File: src/rtl/fpu_stream_master_if.sv
// Host request/response and FPU unit strobe/ack signals for fpu_stream_master.
// The master modport is the stream master's view; slave is the host-plus-unit side.
interface fpu_stream_master_if #(
    parameter int WIDTH = 32
);
    logic             req_valid;
    logic             req_ready;
    logic [WIDTH-1:0] req_a;
    logic [WIDTH-1:0] req_b;
    logic [WIDTH-1:0] input_a;
    logic             input_a_stb;
    logic             input_a_ack;
    logic [WIDTH-1:0] input_b;
    logic             input_b_stb;
    logic             input_b_ack;
    logic [WIDTH-1:0] output_z;
    logic             output_z_stb;
    logic             output_z_ack;
    logic             rsp_valid;
    logic             rsp_ready;
    logic [WIDTH-1:0] rsp_z;
    logic             rsp_timeout;
    logic [15:0]      txn_count;

    modport master (
        input  req_valid, req_a, req_b, input_a_ack, input_b_ack,
               output_z, output_z_stb, rsp_ready,
        output req_ready, input_a, input_a_stb, input_b, input_b_stb,
               output_z_ack, rsp_valid, rsp_z, rsp_timeout, txn_count
    );

    modport slave (
        output req_valid, req_a, req_b, input_a_ack, input_b_ack,
               output_z, output_z_stb, rsp_ready,
        input  req_ready, input_a, input_a_stb, input_b, input_b_stb,
               output_z_ack, rsp_valid, rsp_z, rsp_timeout, txn_count
    );
endinterface

File: src/rtl/fpu_stream_master.sv
// Drives one operand pair through an FPU unit's strobe/ack channels and returns
// the result (or a timeout indication) to the host on a valid/ready port.
//
// state    | meaning
// S_IDLE   | waiting for a host request, req_ready high
// S_SEND_A | presenting operand A until the unit acks it
// S_SEND_B | presenting operand B until the unit acks it
// S_WAIT_Z | ready for the result until the unit strobes it
// S_RESP   | holding the response until the host takes it
module fpu_stream_master #(
    parameter int WIDTH   = 32,
    parameter int TIMEOUT = 255
) (
    input logic                 clk_i,
    input logic                 rst_ni,
    fpu_stream_master_if.master bus
);
    localparam int TW = $clog2(TIMEOUT + 1);
    localparam logic [TW-1:0] TMO_LAST = TW'(TIMEOUT - 1);

    typedef enum logic [2:0] {
        S_IDLE,
        S_SEND_A,
        S_SEND_B,
        S_WAIT_Z,
        S_RESP
    } state_t;

    state_t           state_q;
    logic [TW-1:0]    timer_q;
    logic [WIDTH-1:0] a_q;
    logic [WIDTH-1:0] b_q;
    logic             a_stb_q;
    logic             b_stb_q;
    logic             z_ack_q;
    logic             rsp_valid_q;
    logic [WIDTH-1:0] rsp_z_q;
    logic             rsp_tmo_q;
    logic [15:0]      txn_q;

    logic a_xfer, b_xfer, z_xfer, tmo_hit;

    assign a_xfer  = a_stb_q && bus.input_a_ack;
    assign b_xfer  = b_stb_q && bus.input_b_ack;
    assign z_xfer  = z_ack_q && bus.output_z_stb;
    assign tmo_hit = (timer_q == TMO_LAST);

    always_ff @(posedge clk_i or negedge rst_ni) begin
        if (!rst_ni) begin
            state_q     <= S_IDLE;
            timer_q     <= '0;
            a_q         <= '0;
            b_q         <= '0;
            a_stb_q     <= 1'b0;
            b_stb_q     <= 1'b0;
            z_ack_q     <= 1'b0;
            rsp_valid_q <= 1'b0;
            rsp_z_q     <= '0;
            rsp_tmo_q   <= 1'b0;
            txn_q       <= '0;
        end else begin
            case (state_q)
                S_IDLE: begin
                    if (bus.req_valid) begin
                        a_q     <= bus.req_a;
                        b_q     <= bus.req_b;
                        timer_q <= '0;
                        a_stb_q <= 1'b1;
                        state_q <= S_SEND_A;
                    end
                end
                S_SEND_A, S_SEND_B, S_WAIT_Z: begin
                    timer_q <= timer_q + 1'b1;
                    // A completing transfer wins over a timeout on the same edge.
                    if (state_q == S_SEND_A && a_xfer) begin
                        a_stb_q <= 1'b0;
                        b_stb_q <= 1'b1;
                        state_q <= S_SEND_B;
                    end else if (state_q == S_SEND_B && b_xfer) begin
                        b_stb_q <= 1'b0;
                        z_ack_q <= 1'b1;
                        state_q <= S_WAIT_Z;
                    end else if (state_q == S_WAIT_Z && z_xfer) begin
                        rsp_z_q     <= bus.output_z;
                        rsp_tmo_q   <= 1'b0;
                        z_ack_q     <= 1'b0;
                        txn_q       <= txn_q + 16'd1;
                        rsp_valid_q <= 1'b1;
                        state_q     <= S_RESP;
                    end else if (tmo_hit) begin
                        a_stb_q     <= 1'b0;
                        b_stb_q     <= 1'b0;
                        z_ack_q     <= 1'b0;
                        rsp_z_q     <= '0;
                        rsp_tmo_q   <= 1'b1;
                        rsp_valid_q <= 1'b1;
                        state_q     <= S_RESP;
                    end
                end
                S_RESP: begin
                    if (bus.rsp_ready) begin
                        rsp_valid_q <= 1'b0;
                        state_q     <= S_IDLE;
                    end
                end
                default: state_q <= S_IDLE;
            endcase
        end
    end

    assign bus.req_ready    = (state_q == S_IDLE);
    assign bus.input_a      = a_q;
    assign bus.input_b      = b_q;
    assign bus.input_a_stb  = a_stb_q;
    assign bus.input_b_stb  = b_stb_q;
    assign bus.output_z_ack = z_ack_q;
    assign bus.rsp_valid    = rsp_valid_q;
    assign bus.rsp_z        = rsp_z_q;
    assign bus.rsp_timeout  = rsp_tmo_q;
    assign bus.txn_count    = txn_q;
endmodule

File: src/flat_wrapper.sv
// flat-port wrapper written by rule: the top's interface ports become plain ports
module fpu_stream_master_flat 
#(
    parameter int WIDTH   = 32,
    parameter int TIMEOUT = 255
)
  (clk_i, rst_ni, bus_req_valid, bus_req_a, bus_req_b, bus_input_a_ack, bus_input_b_ack, bus_output_z, bus_output_z_stb, bus_rsp_ready, bus_req_ready, bus_input_a, bus_input_a_stb, bus_input_b, bus_input_b_stb, bus_output_z_ack, bus_rsp_valid, bus_rsp_z, bus_rsp_timeout, bus_txn_count);
  fpu_stream_master_if #(.WIDTH(WIDTH)) bus_i ();
  input logic clk_i;
  input logic rst_ni;
  input wire logic [$bits(bus_i.req_valid)-1:0] bus_req_valid;
  input wire logic [$bits(bus_i.req_a)-1:0] bus_req_a;
  input wire logic [$bits(bus_i.req_b)-1:0] bus_req_b;
  input wire logic [$bits(bus_i.input_a_ack)-1:0] bus_input_a_ack;
  input wire logic [$bits(bus_i.input_b_ack)-1:0] bus_input_b_ack;
  input wire logic [$bits(bus_i.output_z)-1:0] bus_output_z;
  input wire logic [$bits(bus_i.output_z_stb)-1:0] bus_output_z_stb;
  input wire logic [$bits(bus_i.rsp_ready)-1:0] bus_rsp_ready;
  output wire logic [$bits(bus_i.req_ready)-1:0] bus_req_ready;
  output wire logic [$bits(bus_i.input_a)-1:0] bus_input_a;
  output wire logic [$bits(bus_i.input_a_stb)-1:0] bus_input_a_stb;
  output wire logic [$bits(bus_i.input_b)-1:0] bus_input_b;
  output wire logic [$bits(bus_i.input_b_stb)-1:0] bus_input_b_stb;
  output wire logic [$bits(bus_i.output_z_ack)-1:0] bus_output_z_ack;
  output wire logic [$bits(bus_i.rsp_valid)-1:0] bus_rsp_valid;
  output wire logic [$bits(bus_i.rsp_z)-1:0] bus_rsp_z;
  output wire logic [$bits(bus_i.rsp_timeout)-1:0] bus_rsp_timeout;
  output wire logic [$bits(bus_i.txn_count)-1:0] bus_txn_count;
  assign bus_i.req_valid = bus_req_valid;
  assign bus_i.req_a = bus_req_a;
  assign bus_i.req_b = bus_req_b;
  assign bus_i.input_a_ack = bus_input_a_ack;
  assign bus_i.input_b_ack = bus_input_b_ack;
  assign bus_i.output_z = bus_output_z;
  assign bus_i.output_z_stb = bus_output_z_stb;
  assign bus_i.rsp_ready = bus_rsp_ready;
  assign bus_req_ready = bus_i.req_ready;
  assign bus_input_a = bus_i.input_a;
  assign bus_input_a_stb = bus_i.input_a_stb;
  assign bus_input_b = bus_i.input_b;
  assign bus_input_b_stb = bus_i.input_b_stb;
  assign bus_output_z_ack = bus_i.output_z_ack;
  assign bus_rsp_valid = bus_i.rsp_valid;
  assign bus_rsp_z = bus_i.rsp_z;
  assign bus_rsp_timeout = bus_i.rsp_timeout;
  assign bus_txn_count = bus_i.txn_count;
  fpu_stream_master #(.WIDTH(WIDTH), .TIMEOUT(TIMEOUT)) u_core (.clk_i(clk_i), .rst_ni(rst_ni), .bus(bus_i));
endmodule
File: config.mk
export PLATFORM = sky130hd
export DESIGN_NAME = fpu_stream_master_flat
export DESIGN_NICKNAME = d
export VERILOG_FILES = /design/src/rtl/fpu_stream_master_if.sv /design/src/rtl/fpu_stream_master.sv /design/src/flat_wrapper.sv
export SDC_FILE = /design/constraint.sdc
export NUM_CORES = 1
export LEC_CHECK = 0
export CELL_PAD_IN_SITES_DETAIL_PLACEMENT = 0
export CELL_PAD_IN_SITES_GLOBAL_PLACEMENT = 1
export CORE_MARGIN = 2
export CORE_UTILIZATION = 29
export CTS_BUF_LIST = sky130_fd_sc_hd__clkbuf_8
export CTS_CLUSTER_SIZE = 12
export DETAILED_ROUTE_END_ITERATION = 12
export PLACE_DENSITY = 0.78
export SYNTH_ARGS = -nofsm -noshare
export SYNTH_HDL_FRONTEND = slang
export SYNTH_SLANG_ARGS = --single-unit
File: constraint.sdc
create_clock -name clk_i -period 1.65 [get_ports clk_i]
set_input_delay 0.165 -clock clk_i [delete_from_list [all_inputs] [get_ports clk_i]]
set_output_delay 0.165 -clock clk_i [all_outputs]
set_load 0.01 [all_outputs]
==> qor.csv, run 1 <==
stage;metric;value;unit
worst_hold_path;worstHoldStart;bus_req_b[19];
clocking;path_clk_slew;80;ps
sta;layout_min_cycle_time;1587;ps
critical_path;path_common_cell;buf_4;
floorplan;core_area;17180;sq um
floorplan;rows;48;
critical_path;critPathKind;reg -> reg;
placement;place.gp.congestion;0.8191;
critical_path;r2r.worst_path.cells;7;
floorplan;start_util;0.2949;
logic_synthesis;yosysTopAreaCellShare;0.6323;
power;p_leak;3.941;nW
logic_synthesis;ys_ff_latch;128;
worst_hold_path;whs_endpoint;u_core.bus.input_b[19];
route;drc;0;
logic_synthesis;synth_commonest_cells;nand2_1, dfrtp_1, a22o_1;
grt;grt_pass1_wl;23580;um
final_layout;fill_cells;1674;
critical_path;cp_slowest_stage_delay;480;ps
floorplan;num_io_pins;221;
sta;clock_skew;6.608;ps
grt;grt_max_degree;129;
route;drtIter0Drc;185;
critical_path;cp_top_family;simple AND/OR/NAND/NOR gates;
clocking;cts_tree;done;
logic_synthesis;synth-edff-count;0;
critical_path;crit_arrival;1900;ps
critical_path;slowest_stage;dfrtp_2;
final_layout;area_growth;62.81;%
sta;hold_viol;0;
critical_path;cp-end-kind;flop;
critical_path;r2r_start;u_core.state_q[1];
logic_synthesis;synth_nets;604;
critical_path;cp.required;1960;ps
critical_path;reg2reg_to;u_core.state_q[2];
critical_path;ff2ff_setup_slack;60;ps
route;postRouteAntennaNets;0;
critical_path;critPathBufInv;3;
power;p_per_area;1669;nW/um^2
route;dr.pass1.iters;5;
logic_synthesis;netlist_instances;498;
grt;antenna_found_initial;0;
sta;slew_headroom;0.5430;
final_layout;diodes;0;
floorplan;die_height;136.2;um
clocking;clock_sinks;128;
floorplan;dieWidth;136.2;um
placement;hpwl;10000;um
run_status;status;completed;
clocking;htree_levels;4;
logic_synthesis;yosys-top-cells-area;dfrtp_1, nand2_1, a22o_1, xnor2_1, buf_2;
grt;grt_pass1_vias;4719;
sta;tightest_slew;685.5;ps
route;dr_total_vias;4490;
logic_synthesis;yosysMostFrequentCell;nand2_1;
critical_path;start_kind;flop;
job;maxCapViolCount;0;
logic_synthesis;yosysSeqAreaShare;0.6323;
sta;slew_viol_final;0;
grt;grt_overflow;0;
final_layout;final_core_util;0.4802;
sta;setup_violations;0;
logic_synthesis;async_flop_share;1.000;
logic_synthesis;yosysWarnings;0;
sta;rsz0062_at_grt;yes;
final_layout;seq_area;3207;sq um
logic_synthesis;synth_top_area_cell;dfrtp_1;
critical_path;critPathMaxFanout;8;
logic_synthesis;synth_ff_type;dfrtp_1;
critical_path;cp-startpoint;u_core.state_q[1];
floorplan;die_area;18540;sq um
grt;grt_usage;0.1627;
clocking;clk-insertion-delay-late;430;ps
sta;period_share;0.9618;
logic_synthesis;syn_area;5066;sq um
clocking;clockBufferDepth;2;
final_layout;multiInputGateArea;1800;sq um
logic_synthesis;synth.distinct_cells;38;
sta;max_freq;0.6301;GHz
placement;portBuffers;220;
worst_hold_path;worstHoldPathCells;3;
power;ir_worst_vdd;0.7694;mV
route;wirelength;14950;um
logic_synthesis;avgSynthCellArea;10.17;sq um
clocking;root_buffer;clkbuf_8;
final_layout;drive_gt1_frac;0.1175;
route;wire_per_inst;15.09;um
sta;setup_tns;0;ps
critical_path;crit_chain;buf_4 > nor2_1 > nor2_4 > buf_12 > nand2_4 > buf_4 > o21ai_1;
clocking;cts_inserted_buffers;17;
worst_hold_path;hold_path.class;in -> reg;
route;vias_per_cell;4.531;
final_layout;finalNetCount;860;
-- power breakdown --
part / internal, W / total (W) / switching, W
combinational: 0.00333 / 0.00603 / 0.00271
clock: 0.00133 / 0.00262 / 0.00129
sequential: 0.00436 / 0.00511 / 0.000750
total: 0.00902 / 0.0138 / 0.00475
-- layout by cell type, fill, tap and decap left out, drive strengths merged --
master / netlist / layout
o311ai: 2 / 2
a22o: 32 / 32
clkinv: 0 / 5
a21boi: 1 / 1
o21ai: 14 / 14
a21o: 1 / 1
o31ai: 2 / 2
clkinvlp: 0 / 4
nand2b: 3 / 3
nand4: 7 / 7
nand3: 9 / 9
clkbuf: 6 / 17
and3: 2 / 2
a21oi: 4 / 4
clkdlybuf4s50: 0 / 211
xor2: 5 / 5
or2: 1 / 1
nand4b: 1 / 1
o32a: 1 / 1
a31oi: 2 / 2
and4: 1 / 1
dlymetal6s2s: 0 / 4
dlygate4sd2: 0 / 3
nor3: 3 / 3
o211ai: 3 / 3
inv: 5 / 8
dfrtp: 128 / 128
and2: 3 / 3
bufinv: 0 / 2
or3: 1 / 1
nor2b: 1 / 1
nor2: 17 / 17
o41ai: 1 / 1
dlygate4sd3: 0 / 1
ha: 3 / 3
buf: 18 / 40
nand2: 211 / 213
xnor2: 10 / 10
-- worst max-delay path by stage --
stage | end | cells past startpoint
final | u_core.state_q[2] | 7
after global routing | u_core.bus.txn_count[15] | 5
after CTS | bus_txn_count[10] | 1
after detailed placement | u_core.bus.rsp_z[7] | 6
after global placement | u_core.bus.rsp_z[8] | 6
after floorplan | u_core.bus.rsp_z[10] | 8
-- stage by stage --
stage | cell area (sq um) | hold WS [ps] | setup WS (ps) | power [W] | instances
floorplan | 5066 | -130.6 | 63.94 | 0.007437 | 498
global placement | 7645 | 329.1 | -110.6 | 0.01083 | 944
detailed placement | 7645 | 338.3 | -205.6 | 0.01098 | 944
CTS | 8085 | 210.2 | 2.546 | 0.01383 | 980
global route | 8248 | 212.5 | -34.08 | 0.01472 | 991
finish | 8248 | 258.2 | 62.98 | 0.01377 | 991
-- cell type report --
type,instances,share of cell area
sequential,128,0.3888
tap,225,0.03413
timing repair buffer,259,0.3107
inverter,5,0.002275
clock buffer,17,0.02837
clock inverter,14,0.01745
multi-input combinational,343,0.2183
-- timing repair --
action / in CTS / in global routing
cloned: 2 / 0
hold endpoints to repair: 128 / 0
endpoints found under the setup margin: 41 / 54
setup buffers: 2 / 11
pin swaps: 1 / 6
hold buffers: 1 / 0
resized for setup: 16 / 15
-- worst register-to-register path: stages (launching register included) --
cell and delay [ps]:
dfrtp_2 480, buf_4 170, nor2_1 280, nor2_4 60, buf_12 150, nand2_4 140, buf_4 140, o21ai_1 50
-- state kept, by name, indices dropped and copies added (netlist names) --
register	count
u_core.bus.txn_count	16
u_core.state_q	3
u_core.timer_q	8
u_core.bus.rsp_z	32
u_core.bus.input_b	32
u_core.bus.input_a_stb	1
u_core.bus.input_a	32
u_core.bus.input_b_stb	1
u_core.bus.output_z_ack	1
u_core.bus.rsp_timeout	1
u_core.bus.rsp_valid	1
-- per-layer routing --
| layer | GRT usage | routed length (um) |
|---|---|---|
| met3 | 0.06637 | 1388 |
| met2 | 0.2630 | 7255 |
| met1 | 0.1975 | 6188 |
| met5 | 0 | 0 |
| met4 | 0.05382 | 121 |
-- cell families after synthesis --
| logic type | Yosys count | synth area share |
|---|---|---|
| and+or+nand+nor | 260 | 0.2109 |
| DFF | 128 | 0.6323 |
| AOI/OAI and AO/OA | 63 | 0.09385 |
| buffers and inverters | 29 | 0.02964 |
| xor gates and xnor gates | 15 | 0.02593 |
| adders and majority gates | 3 | 0.007410 |
(Power assumes the default switching activity.)
==> run 2: changes to the inputs <==
==> constraint.sdc (replaced) <==
create_clock -name clk_i -period 1.3 [get_ports clk_i]
set_input_delay 0.13 -clock clk_i [delete_from_list [all_inputs] [get_ports clk_i]]
set_output_delay 0.13 -clock clk_i [all_outputs]
set_load 0.01 [all_outputs]
==> run 2 against run 1 <==
  * The flow now finishes with violations (setup timing)
  * Hold slack worse by 110 ps
  * Via count up 5.3%
  * Non-clock buffer count grew 43
  * Die area unchanged
  * Sequential power up 26%
  * Flip-flop and latch count is the same
==> qor.csv, run 2 (same netlist as run 1, synthesis figures left out) <==
stage;metric;value;unit
critical_path;cp-end-kind;flop;
grt;grt_pass1_vias;5038;
sta;period_share;1.241;
route;dr.pass1.iters;7;
clocking;cts_tree;done;
grt;grt_pass1_wl;25560;um
grt;grt_usage;0.1771;
final_layout;area_growth;75.33;%
power;p_leak;4.410;nW
power;p_int;0.01165;W
power;clock_power_share;0.197;
sta;rsz0062_at_grt;yes;
floorplan;die_area;18540;sq um
clocking;htree_levels;4;
floorplan;rows;48;
job;maxCapViolCount;0;
grt;antenna_found_initial;0;
clocking;clk-insertion-delay-late;440;ps
final_layout;design_area;8882;sq um
placement;hpwl;10510;um
power;p_per_area;2040;nW/um^2
sta;timing.final.ws_setup;-312.9;ps
critical_path;cp_top_family;buffers and inverters;
floorplan;dieWidth;136.2;um
power;power_switching_share;0.3572;
power;pwr-share-comb;0.448;
critical_path;slowest_stage;dfrtp_2;
final_layout;final_common_cell;nand2_1;
critical_path;cp.required;1610;ps
sta;slew_viol_final;0;
clocking;root_buffer;clkbuf_8;
run_status;violations;setup timing;
sta;max_freq;0.6200;GHz
critical_path;reg2reg_to;u_core.timer_q[6];
clocking;cts_inserted_buffers;17;
placement;portBuffers;220;
critical_path;critPathMaxFanout;7;
clocking;clock_sinks;128;
critical_path;r2r.worst_path.cells;8;
clocking;path_clk_slew;70;ps
placement;dpl_cell_area;7906;sq um
final_layout;fill_cells;1553;
final_layout;mostFrequentLayoutCells;nand2_1, dfrtp_1, clkdlybuf4s50_1, dlygate4sd2_1, buf_4;
critical_path;r2r_start;u_core.state_q[2];
sta;tightest_slew;325.9;ps
floorplan;core_area;17180;sq um
sta;slew_headroom;0.7828;
worst_hold_path;hold_path.class;in -> async;
critical_path;crit_chain;buf_6 > nor3_4 > buf_6 > buf_12 > nand2_8 > buf_12 > o311ai_4 > o41ai_2;
sta;layout_min_cycle_time;1613;ps
power;p_total;0.01812;W
critical_path;start_kind;flop;
route;vias_per_cell;4.564;
power;p_seq_frac;0.354;
floorplan;num_io_pins;221;
critical_path;ff2ff_setup_slack;-310;ps
critical_path;critPathBufInv;4;
grt;grt_max_degree;44;
route;drc;0;
placement;place.gp.congestion;0.8474;
sta;clock_skew;9.112;ps
floorplan;start_util;0.2949;
power;ir_worst_vdd;0.8938;mV
critical_path;critPathKind;reg -> reg;
critical_path;cp_slowest_stage_delay;450;ps
final_layout;drive_gt1_frac;0.2047;
critical_path;crit_arrival;1920;ps
power;p_sw;0.006471;W
final_layout;finalNetCount;904;
run_status;status;complete, but fails checks;
route;wire_per_inst;15.59;um
sta;setup_violations;129;
route;drtIter0Drc;196;
grt;grt_overflow;0;
clocking;clockBufferDepth;2;
route;wirelength;16150;um
sta;hold_viol;0;
route;postRouteAntennaNets;0;
route;dr_total_vias;4728;
sta;hold_ws;152.6;ps
floorplan;die_height;136.2;um
final_layout;diodes;0;
-- run 2: worst max-delay path by stage --
stage | depth (start not counted) | from | end
2_1_floorplan | 8 | u_core.state_q[2] | u_core.bus.rsp_z[10]
5_1_grt | 8 | u_core.state_q[2] | u_core.timer_q[5]
4_1_cts | 7 | u_core.state_q[0] | u_core.timer_q[3]
3_3_place_gp | 6 | bus_input_a_ack | u_core.bus.rsp_z[0]
6_report | 8 | u_core.state_q[2] | u_core.timer_q[6]
3_5_place_dp | 6 | bus_input_a_ack | u_core.bus.rsp_z[31]
-- run 2: final cells by class --
cell class / count / area, sq um / area share
inverters: 5 / 18.77 / 0.002113
repair buffers: 302 / 2980 / 0.3355
clock inverters: 14 / 166.4 / 0.01874
flip-flops and latches: 128 / 3208 / 0.3612
clock buffers: 18 / 247.7 / 0.02789
multi-input cells: 344 / 1979 / 0.2228
well taps: 225 / 281.5 / 0.03169
-- run 2: layer usage --
layer / vias up / wire length, um / track usage
met5: - / 0 / 0
met4: 0 / 289 / 0.06019
met3: 23 / 1409 / 0.06189
met2: 195 / 7832 / 0.2973
met1: 2258 / 6623 / 0.2115
li1: 2252 / - / -
-- run 2: power groups by stage --
stage / registers, W / logic [W] / clock network [W]
3_3_place_gp: 0.00645 / 0.00753 / 0
4_1_cts: 0.00639 / 0.00763 / 0.00371
5_1_grt: 0.00661 / 0.00886 / 0.00389
6_report: 0.00642 / 0.00812 / 0.00358
3_5_place_dp: 0.00647 / 0.00768 / 0
2_1_floorplan: 0.00716 / 0.00250 / 0
-- run 2: metrics by stage --
stage	utilization	cells	TNS [ps]	worst slack [ps]
2_1_floorplan	-	498	-13250	-235.1
3_3_place_gp	0.4603	965	-26740	-417.1
3_5_place_dp	0.4603	965	-32750	-488.2
4_1_cts	0.5038	1027	-26520	-268.0
5_1_grt	0.5171	1036	-38750	-370.5
6_report	0.5171	1036	-32110	-312.9
-- run 2: what timing repair did --
item | CTS | global route
pin swaps | 21 | 17
hold endpoints to repair | 128 | 0
hold buffers | 1 | 0
gates cloned | 7 | 0
resized for setup | 189 | 63
buffers inserted | 22 | 10
endpoints found under the setup margin | 245 | 167
